===== src/rtl/arcade_input_mapper.sv =====
// Arcade input front-end: PS/2 key events and per-player joystick words become per-player cabinet input bytes (active-low).
// Latency: joy -> in_n 1 cycle, key event -> in_n 2 cycles; coin/autofire shaping is folded into the same output register.
// Backpressure: none; every output is recomputed and registered on every clock.
// Ports: clk, reset_n (synchronous, active-low), ps2_key {toggle,pressed,ext,code}, joy (16 bits per player),
//        tick (timebase strobe), socd_mode, autofire_en (per player), in_n (8 active-low bits per player).
module arcade_input_mapper #(
    parameter int PLAYERS    = 2,
    parameter int COIN_TICKS = 4,
    parameter int AF_TICKS   = 3
) (
    input  logic                    clk,
    input  logic                    reset_n,
    input  logic [10:0]             ps2_key,
    input  logic [16*PLAYERS-1:0]   joy,
    input  logic                    tick,
    input  logic [1:0]              socd_mode,
    input  logic [PLAYERS-1:0]      autofire_en,
    output logic [8*PLAYERS-1:0]    in_n
);

    // Internal per-player bit layout matches the joy word:
    // [0]right [1]left [2]down [3]up [4]fire [5]fire2 [6]start [7]coin
    logic                        r_tog;
    logic [PLAYERS-1:0][7:0]     r_key;
    logic [PLAYERS-1:0][3:0]     r_dir_prev;
    logic [PLAYERS-1:0]          r_ud_b;       // 1: down owns a simultaneous up+down
    logic [PLAYERS-1:0]          r_lr_b;       // 1: right owns a simultaneous left+right
    logic [PLAYERS-1:0]          r_coin_prev;
    logic [PLAYERS-1:0]          r_coin_act;
    logic [PLAYERS-1:0][7:0]     r_coin_cnt;
    logic [PLAYERS-1:0]          r_af_phase;
    logic [PLAYERS-1:0][7:0]     r_af_cnt;
    logic [PLAYERS-1:0]          r_af_hold;    // fire was held with autofire on last cycle
    logic [PLAYERS-1:0][7:0]     r_in_n;

    logic                        w_evt;
    logic                        w_kv;
    logic [1:0]                  w_kp;
    logic [2:0]                  w_kb;
    logic [PLAYERS-1:0][7:0]     w_raw;
    logic [PLAYERS-1:0][7:0]     w_out;        // active-high, output byte layout
    logic [PLAYERS-1:0]          w_ud_b_n;
    logic [PLAYERS-1:0]          w_lr_b_n;
    logic [PLAYERS-1:0]          w_coin_act_n;
    logic [PLAYERS-1:0][7:0]     w_coin_cnt_n;
    logic [PLAYERS-1:0]          w_af_phase_n;
    logic [PLAYERS-1:0][7:0]     w_af_cnt_n;
    logic                        w_unused;

    assign w_evt = ps2_key[10] ^ r_tog;
    assign in_n  = r_in_n;

    // Returns {b_wins_next, out_a, out_b}. "a" is up/left, which wins a same-cycle tie.
    function automatic logic [2:0] socd(input logic [1:0] mode, input logic a, input logic b,
                                        input logic pa, input logic pb, input logic wb);
        logic wbn, oa, ob;
        wbn = wb;
        if (a && !pa)      wbn = 1'b0;
        else if (b && !pb) wbn = 1'b1;
        oa = a;
        ob = b;
        if (a && b) begin
            if (mode == 2'd1) begin
                oa = 1'b0;
                ob = 1'b0;
            end else if (mode == 2'd2) begin
                oa = !wbn;
                ob = wbn;
            end
        end
        return {wbn, oa, ob};
    endfunction

    // {ext,code} -> player and bit; codes for players beyond PLAYERS decode but never match a register.
    always_comb begin
        w_kv = 1'b1;
        w_kp = 2'd0;
        w_kb = 3'd0;
        case ({ps2_key[8], ps2_key[7:0]})
            9'h175: {w_kp, w_kb} = {2'd0, 3'd3};
            9'h172: {w_kp, w_kb} = {2'd0, 3'd2};
            9'h16B: {w_kp, w_kb} = {2'd0, 3'd1};
            9'h174: {w_kp, w_kb} = {2'd0, 3'd0};
            9'h029, 9'h014, 9'h114: {w_kp, w_kb} = {2'd0, 3'd4};
            9'h011: {w_kp, w_kb} = {2'd0, 3'd5};
            9'h016, 9'h005: {w_kp, w_kb} = {2'd0, 3'd6};
            9'h02E: {w_kp, w_kb} = {2'd0, 3'd7};
            9'h02D: {w_kp, w_kb} = {2'd1, 3'd3};
            9'h02B: {w_kp, w_kb} = {2'd1, 3'd2};
            9'h023: {w_kp, w_kb} = {2'd1, 3'd1};
            9'h034: {w_kp, w_kb} = {2'd1, 3'd0};
            9'h01C: {w_kp, w_kb} = {2'd1, 3'd4};
            9'h01B: {w_kp, w_kb} = {2'd1, 3'd5};
            9'h01E, 9'h006: {w_kp, w_kb} = {2'd1, 3'd6};
            9'h036: {w_kp, w_kb} = {2'd1, 3'd7};
            9'h043: {w_kp, w_kb} = {2'd2, 3'd3};
            9'h042: {w_kp, w_kb} = {2'd2, 3'd2};
            9'h03B: {w_kp, w_kb} = {2'd2, 3'd1};
            9'h04B: {w_kp, w_kb} = {2'd2, 3'd0};
            9'h01D: {w_kp, w_kb} = {2'd2, 3'd4};
            9'h022: {w_kp, w_kb} = {2'd2, 3'd5};
            9'h026: {w_kp, w_kb} = {2'd2, 3'd6};
            9'h03D: {w_kp, w_kb} = {2'd2, 3'd7};
            9'h075: {w_kp, w_kb} = {2'd3, 3'd3};
            9'h072: {w_kp, w_kb} = {2'd3, 3'd2};
            9'h06B: {w_kp, w_kb} = {2'd3, 3'd1};
            9'h074: {w_kp, w_kb} = {2'd3, 3'd0};
            9'h070: {w_kp, w_kb} = {2'd3, 3'd4};
            9'h071: {w_kp, w_kb} = {2'd3, 3'd5};
            9'h025: {w_kp, w_kb} = {2'd3, 3'd6};
            9'h03E: {w_kp, w_kb} = {2'd3, 3'd7};
            default: w_kv = 1'b0;
        endcase
    end

    always_comb begin
        w_raw        = '0;
        w_out        = '0;
        w_ud_b_n     = '0;
        w_lr_b_n     = '0;
        w_coin_act_n = '0;
        w_coin_cnt_n = '0;
        w_af_phase_n = '0;
        w_af_cnt_n   = '0;
        w_unused     = 1'b0;
        for (int p = 0; p < PLAYERS; p++) begin
            w_unused = w_unused ^ (^joy[16*p+8 +: 8]);
            w_raw[p] = r_key[p] | joy[16*p +: 8];

            {w_ud_b_n[p], w_out[p][0], w_out[p][1]} = socd(socd_mode, w_raw[p][3], w_raw[p][2],
                                                          r_dir_prev[p][3], r_dir_prev[p][2], r_ud_b[p]);
            {w_lr_b_n[p], w_out[p][2], w_out[p][3]} = socd(socd_mode, w_raw[p][1], w_raw[p][0],
                                                          r_dir_prev[p][1], r_dir_prev[p][0], r_lr_b[p]);

            // Coin: a fresh press arms the pulse (same-cycle tick ignored); ticks count only while armed.
            w_coin_act_n[p] = r_coin_act[p];
            w_coin_cnt_n[p] = r_coin_cnt[p];
            if (!r_coin_act[p]) begin
                if (w_raw[p][7] && !r_coin_prev[p]) begin
                    w_coin_act_n[p] = 1'b1;
                    w_coin_cnt_n[p] = '0;
                end
            end else if (tick) begin
                if (r_coin_cnt[p] == 8'(COIN_TICKS - 1)) begin
                    w_coin_act_n[p] = 1'b0;
                    w_coin_cnt_n[p] = '0;
                end else begin
                    w_coin_cnt_n[p] = r_coin_cnt[p] + 8'd1;
                end
            end

            // Autofire: phase parks at "asserted" whenever fire or autofire is off, so a press
            // or an enable change always starts with fire on. Press-cycle ticks are not counted.
            w_af_phase_n[p] = r_af_phase[p];
            w_af_cnt_n[p]   = r_af_cnt[p];
            if (!w_raw[p][4] || !autofire_en[p]) begin
                w_af_phase_n[p] = 1'b1;
                w_af_cnt_n[p]   = '0;
            end else if (tick && r_af_hold[p]) begin
                if (r_af_cnt[p] == 8'(AF_TICKS - 1)) begin
                    w_af_phase_n[p] = !r_af_phase[p];
                    w_af_cnt_n[p]   = '0;
                end else begin
                    w_af_cnt_n[p] = r_af_cnt[p] + 8'd1;
                end
            end

            w_out[p][4] = autofire_en[p] ? (w_raw[p][4] && w_af_phase_n[p]) : w_raw[p][4];
            w_out[p][5] = w_raw[p][6];
            w_out[p][6] = w_coin_act_n[p];
            w_out[p][7] = w_raw[p][5];
        end
    end

    always_ff @(posedge clk) begin
        if (!reset_n) begin
            r_tog      <= ps2_key[10];
            r_key      <= '0;
            r_dir_prev <= '0;
            r_ud_b     <= '0;
            r_lr_b     <= '0;
            r_coin_act <= '0;
            r_coin_cnt <= '0;
            r_af_phase <= '1;
            r_af_cnt   <= '0;
            r_af_hold  <= '0;
            r_in_n     <= '1;
            // A coin still held across reset must not look like a fresh press afterwards.
            for (int p = 0; p < PLAYERS; p++) begin
                r_coin_prev[p] <= joy[16*p+7];
            end
        end else begin
            r_tog <= ps2_key[10];
            for (int p = 0; p < PLAYERS; p++) begin
                if (w_evt && w_kv && (w_kp == 2'(p))) begin
                    r_key[p][w_kb] <= ps2_key[9];
                end
                r_dir_prev[p]  <= w_raw[p][3:0];
                r_coin_prev[p] <= w_raw[p][7];
                r_af_hold[p]   <= w_raw[p][4] && autofire_en[p];
                r_in_n[p]      <= ~w_out[p];
            end
            r_ud_b     <= w_ud_b_n;
            r_lr_b     <= w_lr_b_n;
            r_coin_act <= w_coin_act_n;
            r_coin_cnt <= w_coin_cnt_n;
            r_af_phase <= w_af_phase_n;
            r_af_cnt   <= w_af_cnt_n;
        end
    end

endmodule


===== config.mk =====
export PLATFORM = sky130hd
export DESIGN_NAME = arcade_input_mapper
export DESIGN_NICKNAME = d
export VERILOG_FILES = /design/src/rtl/arcade_input_mapper.sv
export SDC_FILE = /design/constraint.sdc
export NUM_CORES = 1
export LEC_CHECK = 0
export ABC_AREA = 1
export ABC_CLOCK_PERIOD_IN_PS = 1500
export BUFFER_PORTS_ARGS = -buffer_cell sky130_fd_sc_hd__buf_2
export CAP_MARGIN = 20
export CORE_AREA = 2 2 96 98
export DETAILED_ROUTE_END_ITERATION = 10
export DIE_AREA = 0 0 98 100
export PLACE_DENSITY = 0.74
export SYNTH_ARGS = -nofsm -noshare
export SYNTH_HDL_FRONTEND = slang
export SYNTH_SLANG_ARGS = --single-unit

===== constraint.sdc =====
create_clock -name clk -period 1.5 [get_ports clk]
set_input_delay 0.15 -clock clk [delete_from_list [all_inputs] [get_ports clk]]
set_output_delay 0.15 -clock clk [all_outputs]
set_load 0.02 [all_outputs]

==> impl_metrics.py, run 1 <==
metrics = {
    "outcome": {
        "status": "finished with violations",
        "violations": "setup timing",
    },
    "grt": {
        "grt_use_total": 0.2125,
        "grt_pass1_vias": 4088,
        "grt_max_degree": 28,
        "grt-ovfl-total": 0,
        "antenna_found_initial": 0,
        "grt_pass1_wl_um": 17370,
    },
    "cts": {
        "path_clk_slew_ns": 0.09,
        "cts_buffers": 9,
        "clockRootBuffer": "clkbuf_8",
        "cts.sinks": 85,
        "cts.htree.levels": 3,
        "clk_path_buf_depth": 2,
        "cts_tree": "done",
        "clk_latency_ns": 0.36,
    },
    "setup_path": {
        "cp_top_family": "simple AND/OR/NAND/NOR gates",
        "slowest_stage": "dfxtp_2",
        "r2r_cells": 7,
        "cp.required_ns": 1.75,
        "cp_max_fo": 3,
        "reg2reg_to": "r_coin_cnt[2]",
        "worst-path-buf-inv": 1,
        "arrival_ns": 1.76,
        "critPathLaunchType": "register",
        "path_cells": "ha_4 > nand4_1 > nor4_4 > buf_4 > nor2_2 > a21oi_2 > nor3_2",
        "path_depth": 7,
        "r2r_slack_ns": -0.02,
        "rr_startpoint": "r_coin_cnt[1]",
        "cpPeakStageDelay_ns": 0.37,
        "crit_type": "register to register",
        "cp-end-kind": "register",
    },
    "placement": {
        "dp_hpwl_um": 7661,
        "portBuffers": 49,
        "placed_area_mm2": 0.005067,
        "gp_congestion": 0.9301,
    },
    "route": {
        "drt_iter0_markers": 227,
        "detail-route-antenna-nets": 0,
        "routedWlPerCell_um": 12.53,
        "vias": 4581,
        "first_pass_iters": 5,
        "wl_um": 11040,
        "drc": 0,
        "via_per_inst": 5.200,
    },
    "yosys": {
        "avgSynthCellArea_um2": 6.620,
        "synth-xor-area-share": 0.01815,
        "synth_cell_types": 36,
        "synth_top_family_by_area": "simple AND/OR/NAND/NOR gates",
        "syn_inst": 656,
        "ys.flop_type": "dfxtp_1",
        "synth_edf_count": 0,
        "synth_compound_area_frac": 0.07779,
        "synthAdderAreaFrac": 0.01729,
        "yosysWarnings": 0,
        "synth.net_count": 712,
        "ys_seq_area_frac": 0.3918,
        "ys_async_sr_fraction": 0,
        "synth-simple-area-share": 0.4028,
        "syn-cell-area_mm2": 0.004343,
        "yosys-mux-area-fraction": 0,
        "synth_seq_cells": 85,
    },
    "sta": {
        "setup_ws_ns": -0.01828,
        "worst_pin_slew_ns": 0.3562,
        "fmax_ghz": 0.6586,
        "period_minus_slack_ns": 1.518,
        "rsz0062_at_grt": "true",
        "finalCritPeriodShare": 1.012,
        "fin_worst_skew_ns": 0.008592,
        "drv_slew": 0,
        "setup_violations": 1,
        "hold_violations": 0,
        "maxSlewHeadroom": 0.7625,
        "timing.setup.tns_ns": -0.01828,
    },
    "final_layout": {
        "nNetsFinal": 821,
        "antennaDiodeCount": 0,
        "final_common_cell": "nand2_1",
        "syn_to_final_growth_pct": 29.85,
        "layout_common_cells": "132 x nand2_1, 122 x nor2_1, 81 x inv_1, 78 x dfxtp_1, 54 x buf_4",
        "fin_area_mm2": 0.005639,
        "final_layout_size_suffix_gt1_frac": 0.2610,
    },
    "min_path": {
        "hold_path_depth": 3,
        "hp-start": "joy[23]",
        "min_path_type": "input port to register",
        "whs_endpoint": "r_coin_prev[1]",
    },
    "floorplan": {
        "ios": 66,
        "die_h_um": 100,
        "rows": 35,
        "coreArea_mm2": 0.008890,
        "fp.dieArea_mm2": 0.009800,
        "die_w_um": 98,
        "initial_core_util": 0.4885,
    },
    "power": {
        "p_leak_nw": 2.627,
        "power_density_mw_per_mm2": 844.5,
        "ir_worst_vdd_uv": 485.0,
    },
    "job": {
        "cap_violations": 0,
    },
}
cell usage after synthesis, types with 3 or more instances:
| master | n | share of area |
|---|---|---|
| a21oi_1 | 22 | 0.025 |
| o22ai_1 | 4 | 0.0058 |
| nand2_1 | 138 | 0.12 |
| o21ai_0 | 23 | 0.027 |
| ha_1 | 6 | 0.017 |
| dfxtp_1 | 85 | 0.39 |
| and3_1 | 4 | 0.0058 |
| nand4_1 | 22 | 0.032 |
| inv_1 | 85 | 0.073 |
| inv_2 | 8 | 0.0069 |
| clkbuf_1 | 6 | 0.0052 |
| nand3_1 | 42 | 0.048 |
| nor3b_1 | 4 | 0.0069 |
| nand2_2 | 5 | 0.0072 |
| nor2_4 | 6 | 0.016 |
| xor2_1 | 8 | 0.016 |
| a211oi_1 | 3 | 0.0052 |
| nor3_1 | 19 | 0.022 |
| nor4_1 | 4 | 0.0058 |
| nor2_1 | 136 | 0.12 |
| o21ai_1 | 3 | 0.0035 |
| nor2_2 | 3 | 0.0043 |
cell type report:
class,instances,area [µm²]
Multi-Input combinational cell,468,2476
Fill cell,807,3251
Clock buffer,9,123.9
Sequential cell,85,1710
Clock inverter,7,110.1
Inverter,94,352.8
Tap cell,111,138.9
Timing Repair Buffer,107,726.9
cell families (layout without fill, tap and decap cells):
| kind of cell | count (synthesis) | count (layout) |
|---|---|---|
| compound gates | 61 | 61 |
| xor+xnor | 9 | 9 |
| flops | 85 | 85 |
| buf+inv | 105 | 217 |
| simple gates | 390 | 392 |
| fa+ha+maj | 6 | 6 |
sequential cells by signal, indices dropped and copies added, names as in the netlist:
register	flops
r_coin_cnt	16
r_coin_prev	2
r_af_hold	2
in_n	16
r_ud_b	2
r_coin_act	2
r_lr_b	2
r_af_phase	2
r_af_cnt	16
r_tog	1
r_key	16
r_dir_prev	8
how the worst max path moves through the flow:
stage | from | endpoint | slack [ns]
6_report | r_coin_cnt[1] | r_coin_cnt[2] | -0.02
5_1_grt | r_coin_cnt[1] | r_coin_cnt[2] | -0.1
4_1_cts | r_coin_cnt[8] | r_coin_cnt[12] | 0.04
3_5_place_dp | ps2_key[3] | r_key[8] | -0.24
3_3_place_gp | ps2_key[2] | r_key[12] | -0.21
2_1_floorplan | ps2_key[7] | r_key[15] | 0.03
routing by layer:
layer  global-route usage  wire, µm
met2               0.3577      5385
met5                    0         0
met3              0.03969       517
met1               0.2695      4873
met4              0.08761       259
what timing repair did:
action                     4_1_cts  5_1_grt
buffers inserted                 0        3
setup endpoints to repair        4       38
gates cloned                     0        2
gates resized for setup          3       68
pin swaps                        0       25
hold buffers                     5        0
hold endpoints to repair         5        0
where the power goes:
part | internal [mW] | total (mW) | switching [mW]
clock network | 0.963 | 1.87 | 0.903
logic | 0.203 | 0.555 | 0.352
registers | 2.32 | 2.34 | 0.0243
worst reg2reg max path: stages, from the launching register on:
cell     delay [ns]
dfxtp_2        0.37
ha_4           0.15
nand4_1        0.12
nor4_4         0.33
buf_4          0.19
nor2_2         0.05
a21oi_2        0.15
nor3_2         0.06
per-stage QoR:
step / total power, mW / setup WS, ns / utilization / hold WS [ns] / std cells
floorplan: 2.678 / 0.03455 / - / 0.1777 / 656
global placement: 2.871 / -0.2147 / 0.5700 / 0.2818 / 855
detailed placement: 2.886 / -0.2360 / 0.5700 / 0.2823 / 855
CTS: 4.746 / 0.03900 / 0.6037 / 0.01572 / 876
global route: 4.945 / -0.09922 / 0.6343 / 0.03737 / 881
finish: 4.762 / -0.01828 / 0.6343 / 0.03442 / 881
Note: power is estimated with default switching activity, not from simulation.
==> inputs of run 2 (changes only) <==
--- a/config.mk
+++ b/config.mk
@@ -9,10 +9,9 @@
 export ABC_CLOCK_PERIOD_IN_PS = 1500
 export BUFFER_PORTS_ARGS = -buffer_cell sky130_fd_sc_hd__buf_2
 export CAP_MARGIN = 20
-export CORE_AREA = 2 2 96 98
+export CORE_AREA = 2 2 109 111
 export DETAILED_ROUTE_END_ITERATION = 10
-export DIE_AREA = 0 0 98 100
-export PLACE_DENSITY = 0.74
+export DIE_AREA = 0 0 111 113
 export SYNTH_ARGS = -nofsm -noshare
 export SYNTH_HDL_FRONTEND = slang
 export SYNTH_SLANG_ARGS = --single-unit
==> impl_metrics.py, run 2 (synthesis results as in run 1) <==
metrics = {
    "outcome": {
        "status": "finished clean",
    },
    "cts": {
        "clockRootBuffer": "clkbuf_16",
        "cts_buffers": 9,
        "clk_latency_ns": 0.34,
        "cts.sinks": 85,
        "cts.htree.levels": 3,
        "cts_tree": "done",
        "path_clk_slew_ns": 0.06,
        "clk_path_buf_depth": 2,
    },
    "sta": {
        "period_minus_slack_ns": 1.424,
        "setup_violations": 0,
        "worst_pin_slew_ns": 0.3061,
        "fmax_ghz": 0.7022,
        "setup_ws_ns": 0.07586,
        "timing.setup.tns_ns": 0,
        "rsz0062_at_grt": "true",
        "fin_worst_skew_ns": 0.004151,
        "finalCritPeriodShare": 0.9494,
        "drv_slew": 0,
        "hold_violations": 0,
        "maxSlewHeadroom": 0.7940,
    },
    "floorplan": {
        "coreArea_mm2": 0.01127,
        "rows": 39,
        "die_h_um": 113,
        "ios": 66,
        "initial_core_util": 0.3853,
        "die_w_um": 111,
        "fp.dieArea_mm2": 0.01254,
    },
    "setup_path": {
        "cp.required_ns": 1.73,
        "arrival_ns": 1.66,
        "cp_max_fo": 3,
        "crit_type": "register to register",
        "critPathLaunchType": "register",
        "cp-end-kind": "register",
    },
    "power": {
        "switching_share": 0.2491,
        "combPwrFrac": 0.118,
        "power_density_mw_per_mm2": 847.2,
        "ir_worst_vdd_uv": 917.5,
        "p_clk_frac": 0.406,
        "power_frac_seq": 0.476,
        "p_int_mw": 3.700,
        "power_switching_mw": 1.228,
        "p_leak_nw": 2.709,
    },
    "placement": {
        "gp_congestion": 0.9314,
        "portBuffers": 49,
        "dp_hpwl_um": 8472,
        "pre_cts_ws_ns": -0.3126,
        "dp_cells": 894,
    },
    "final_layout": {
        "layout_common_cells": "127 x nand2_1, 119 x nor2_1, 82 x dfxtp_1, 81 x inv_1, 62 x buf_4",
        "antennaDiodeCount": 0,
        "nNetsFinal": 826,
        "final_common_cell": "nand2_1",
        "fin_cells": 918,
        "final_layout_size_suffix_gt1_frac": 0.2671,
        "syn_to_final_growth_pct": 33.94,
    },
    "grt": {
        "antenna_found_initial": 0,
        "grt_use_total": 0.1800,
        "grt-ovfl-total": 0,
        "grt_pass1_vias": 4038,
        "grt_pass1_wl_um": 18130,
        "grt_max_degree": 28,
    },
    "route": {
        "first_pass_iters": 4,
        "wl_um": 11190,
        "drc": 0,
        "detail-route-antenna-nets": 0,
        "via_per_inst": 4.828,
        "drt_iter0_markers": 179,
        "routedWlPerCell_um": 12.19,
        "vias": 4432,
    },
    "min_path": {
        "min_path_type": "input port to register",
    },
    "job": {
        "cap_violations": 0,
    },
}
==> run 2: changes by cell type in the layout (fill, tap and decap cells not counted), moves of 4 or more <==
cell       previous run  this run
nand2_4               1         7
dfxtp_2               7         3
dfxtp_1              78        82
buf_4                54        62
clkbuf_16             0         9
nand2_1             132       127
nor2_4               10        14
clkbuf_8              9         1
==> run 2: layout make-up <==
class                           count  area, µm²
Sequential cell                    85       1705
Multi-Input combinational cell    468       2535
Fill cell                        1093       5455
Inverter                           94      357.8
Clock inverter                      4      23.77
Timing Repair Buffer              112      769.5
Clock buffer                       12      246.5
Tap cell                          143      178.9
==> run 2: power groups by stage <==
stage	registers, mW	logic [mW]	clock network [mW]
5_1_grt	2.35	0.644	2.16
6_report	2.34	0.581	2.00
2_1_floorplan	2.42	0.255	0
3_3_place_gp	2.39	0.500	0
3_5_place_dp	2.39	0.508	0
4_1_cts	2.34	0.517	2.07
==> run 2: metrics by stage <==
step	area [µm²]	hold WS, ns	util	power (mW)
finish	5817	0.03331	0.5160	4.928
global route	5817	0.02271	0.5160	5.157
CTS	5466	0.02228	0.4850	4.929
detailed placement	5147	0.2873	0.4567	2.901
global placement	5147	0.2806	0.4567	2.891
floorplan	4343	0.1777	-	2.678
==> run 2: final timing paths <==
check                start        endpoint  slack [ns]  cells after the start
max          r_coin_cnt[1]   r_coin_act[0]        0.08                      7
min                joy[23]  r_coin_prev[1]        0.03                      3
max reg2reg  r_coin_cnt[1]   r_coin_act[0]        0.08                      7
min reg2reg       r_key[6]         in_n[5]        0.45                      1
==> run 2: metal layers <==
| layer | vias up | track usage | share of wire |
|---|---|---|---|
| met2 | 85 | 0.3022 | 0.49 |
| li1 | 2334 | - | - |
| met5 | - | 0 | 0 |
| met1 | 1995 | 0.2204 | 0.45 |
| met3 | 18 | 0.05624 | 0.043 |
| met4 | 0 | 0.06083 | 0.019 |
==> run 2: what timing repair did <==
| action | in CTS | in global routing |
|---|---|---|
| gates cloned | 0 | 2 |
| setup endpoints to repair | 2 | 34 |
| buffers inserted | 0 | 2 |
| hold endpoints to repair | 4 | 0 |
| hold buffers | 4 | 0 |
| gates resized for setup | 2 | 91 |
| pin swaps | 0 | 27 |
==> run 2: worst max-delay path, stage by stage, from the launching register on <==
cell and delay, ns:
dfxtp_2 0.35, ha_4 0.14, nand4_1 0.12, nor4_4 0.31
buf_4 0.18, nand3_1 0.06, nand3_1 0.12, inv_1 0.05
==> inputs of run 3 (changes only) <==
--- a/config.mk
+++ b/config.mk
@@ -6,8 +6,8 @@
 export NUM_CORES = 1
 export LEC_CHECK = 0
 export ABC_AREA = 1
-export ABC_CLOCK_PERIOD_IN_PS = 1500
-export BUFFER_PORTS_ARGS = -buffer_cell sky130_fd_sc_hd__buf_2
+export ABC_CLOCK_PERIOD_IN_PS = 1630
+export BUFFER_PORTS_ARGS = -buffer_cell sky130_fd_sc_hd__buf_4
 export CAP_MARGIN = 20
 export CORE_AREA = 2 2 109 111
 export DETAILED_ROUTE_END_ITERATION = 10
==> constraint.sdc (replaced) <==
create_clock -name clk -period 1.63 [get_ports clk]
set_input_delay 0.163 -clock clk [delete_from_list [all_inputs] [get_ports clk]]
set_output_delay 0.163 -clock clk [all_outputs]
set_load 0.02 [all_outputs]
==> impl_metrics.py, run 3 (synthesis results as in run 1) <==
metrics = {
    "setup_path": {
        "startpoint": "r_coin_cnt[0]",
        "arrival_ns": 1.73,
        "slowest_stage": "dfxtp_1",
        "crit_type": "register to register",
        "cp_max_fo": 6,
        "crit_path_frequent_cell": "nor2_1",
        "path_cells": "ha_1 > nand4_1 > nor4_4 > nor2_2 > nand2_1 > nor2_1 > a21oi_1 > nor2_1",
        "r2r_cells": 8,
        "rr_startpoint": "r_coin_cnt[0]",
        "cpPeakStageDelay_ns": 0.37,
        "cp.required_ns": 1.85,
        "cp-end-kind": "register",
        "critPathLaunchType": "register",
    },
    "cts": {
        "clockRootBuffer": "clkbuf_16",
        "cts_buffers": 9,
        "cts_tree": "done",
        "clk_latency_ns": 0.34,
        "path_clk_slew_ns": 0.06,
        "clk_path_buf_depth": 2,
        "cts.htree.levels": 3,
        "cts.sinks": 85,
    },
    "route": {
        "drc": 0,
        "wl_um": 10600,
        "via_per_inst": 4.768,
        "vias": 4282,
        "first_pass_iters": 4,
        "detail-route-antenna-nets": 0,
        "routedWlPerCell_um": 11.81,
        "drt_iter0_markers": 187,
    },
    "final_layout": {
        "final_common_cell": "nand2_1",
        "syn_to_final_growth_pct": 27.28,
        "antennaDiodeCount": 0,
        "nNetsFinal": 807,
        "layout_common_cells": "138 x nand2_1, 134 x nor2_1, 91 x buf_4, 85 x inv_1, 85 x dfxtp_1",
        "final_layout_size_suffix_gt1_frac": 0.1841,
        "fin_area_mm2": 0.005528,
    },
    "min_path": {
        "hold_path_depth": 3,
        "hp-start": "joy[23]",
        "min_path_type": "input port to register",
    },
    "job": {
        "cap_violations": 0,
    },
    "outcome": {
        "status": "finished clean",
    },
    "power": {
        "power_density_mw_per_mm2": 851.3,
        "p_int_mw": 3.585,
        "ir_worst_vdd_uv": 725.8,
        "p_clk_frac": 0.436,
        "p_leak_nw": 2.612,
        "combPwrFrac": 0.105,
        "switching_share": 0.2381,
        "power_frac_seq": 0.459,
        "power_switching_mw": 1.120,
    },
    "sta": {
        "period_minus_slack_ns": 1.504,
        "hold_violations": 0,
        "fmax_ghz": 0.6648,
        "setup_ws_ns": 0.1257,
        "drv_slew": 0,
        "worst_pin_slew_ns": 0.3502,
        "finalCritPeriodShare": 0.9229,
        "maxSlewHeadroom": 0.7665,
        "fin_worst_skew_ns": 0.005216,
        "setup_violations": 0,
    },
    "floorplan": {
        "die_w_um": 111,
        "rows": 39,
        "coreArea_mm2": 0.01127,
        "die_h_um": 113,
        "initial_core_util": 0.3853,
        "ios": 66,
        "fp.dieArea_mm2": 0.01254,
    },
    "grt": {
        "grt-ovfl-total": 0,
        "antenna_found_initial": 0,
        "grt_use_total": 0.1711,
        "grt_pass1_wl_um": 17740,
        "grt_max_degree": 28,
        "grt_pass1_vias": 4046,
    },
    "placement": {
        "placed_area_mm2": 0.005157,
        "portBuffers": 49,
        "pre_cts_ws_ns": -0.1306,
        "dp_hpwl_um": 8083,
        "gp_congestion": 0.8611,
    },
}
## run 3: cell types whose count changed in the layout (fill, tap and decap cells not counted), moves of 8 or more
cell / delta
buf_2: -42
buf_4: +29
nor2_1: +15
nand2_1: +11
nand3_1: +8
nand3_2: -8
nor2_2: -8
nor2_4: -8
## run 3: per-stage QoR
step / TNS (ns) / hold WS (ns) / power, mW / utilization / std cells
after floorplan: 0 / 0.1907 / 2.465 / - / 656
after global placement: -1.391 / 0.2850 / 2.679 / 0.4575 / 879
after detailed placement: -1.705 / 0.2863 / 2.688 / 0.4575 / 879
after CTS: 0 / 0.03481 / 4.773 / 0.4877 / 898
after global routing: -0.06350 / 0.06005 / 4.918 / 0.4904 / 898
final: 0 / 0.04545 / 4.706 / 0.4904 / 898
## run 3: timing repair
item,4_1_cts,5_1_grt
hold endpoints to repair,4,0
resized for setup,0,6
setup buffers,0,0
setup endpoints to repair,0,10
hold buffers,4,0
## run 3: path summary, 6_finish.rpt
path	end	slack [ns]
min	r_coin_prev[1]	0.05
min reg2reg	in_n[13]	0.45
max reg2reg	r_coin_cnt[4]	0.13
max	r_coin_cnt[4]	0.13
## run 3: per-layer routing
metal	GRT usage	vias to the layer above	wire length, µm
li1	-	2282	-
met1	0.2119	1919	5080
met2	0.2998	72	5006
met3	0.04231	9	383
met4	0.04333	0	133
met5	0	-	0
## run 3: final cells by class
class	instances	area [µm²]
clock inverters	4	47.55
multi-input cells	466	2271
clock buffers	11	252.7
well taps	143	178.9
fillers	1143	5744
inverters	94	352.8
flip-flops and latches	85	1702
repair buffers	95	723.2
## run 3: power groups by stage
stage / registers, mW / clock network (mW) / logic [mW]
floorplan: 2.23 / 0 / 0.234
global placement: 2.20 / 0 / 0.477
detailed placement: 2.20 / 0 / 0.484
CTS: 2.16 / 2.12 / 0.493
global route: 2.16 / 2.21 / 0.550
finish: 2.16 / 2.05 / 0.493
## run 3: critical path, delay by kind of cell (launching register included)
kind / cells / cell delay [ns]
AND/OR/NAND/NOR: 6 / 0.67
adder cells (fa/ha/maj): 1 / 0.21
AO/OA/AOI/OAI: 1 / 0.13
flip-flops: 1 / 0.37
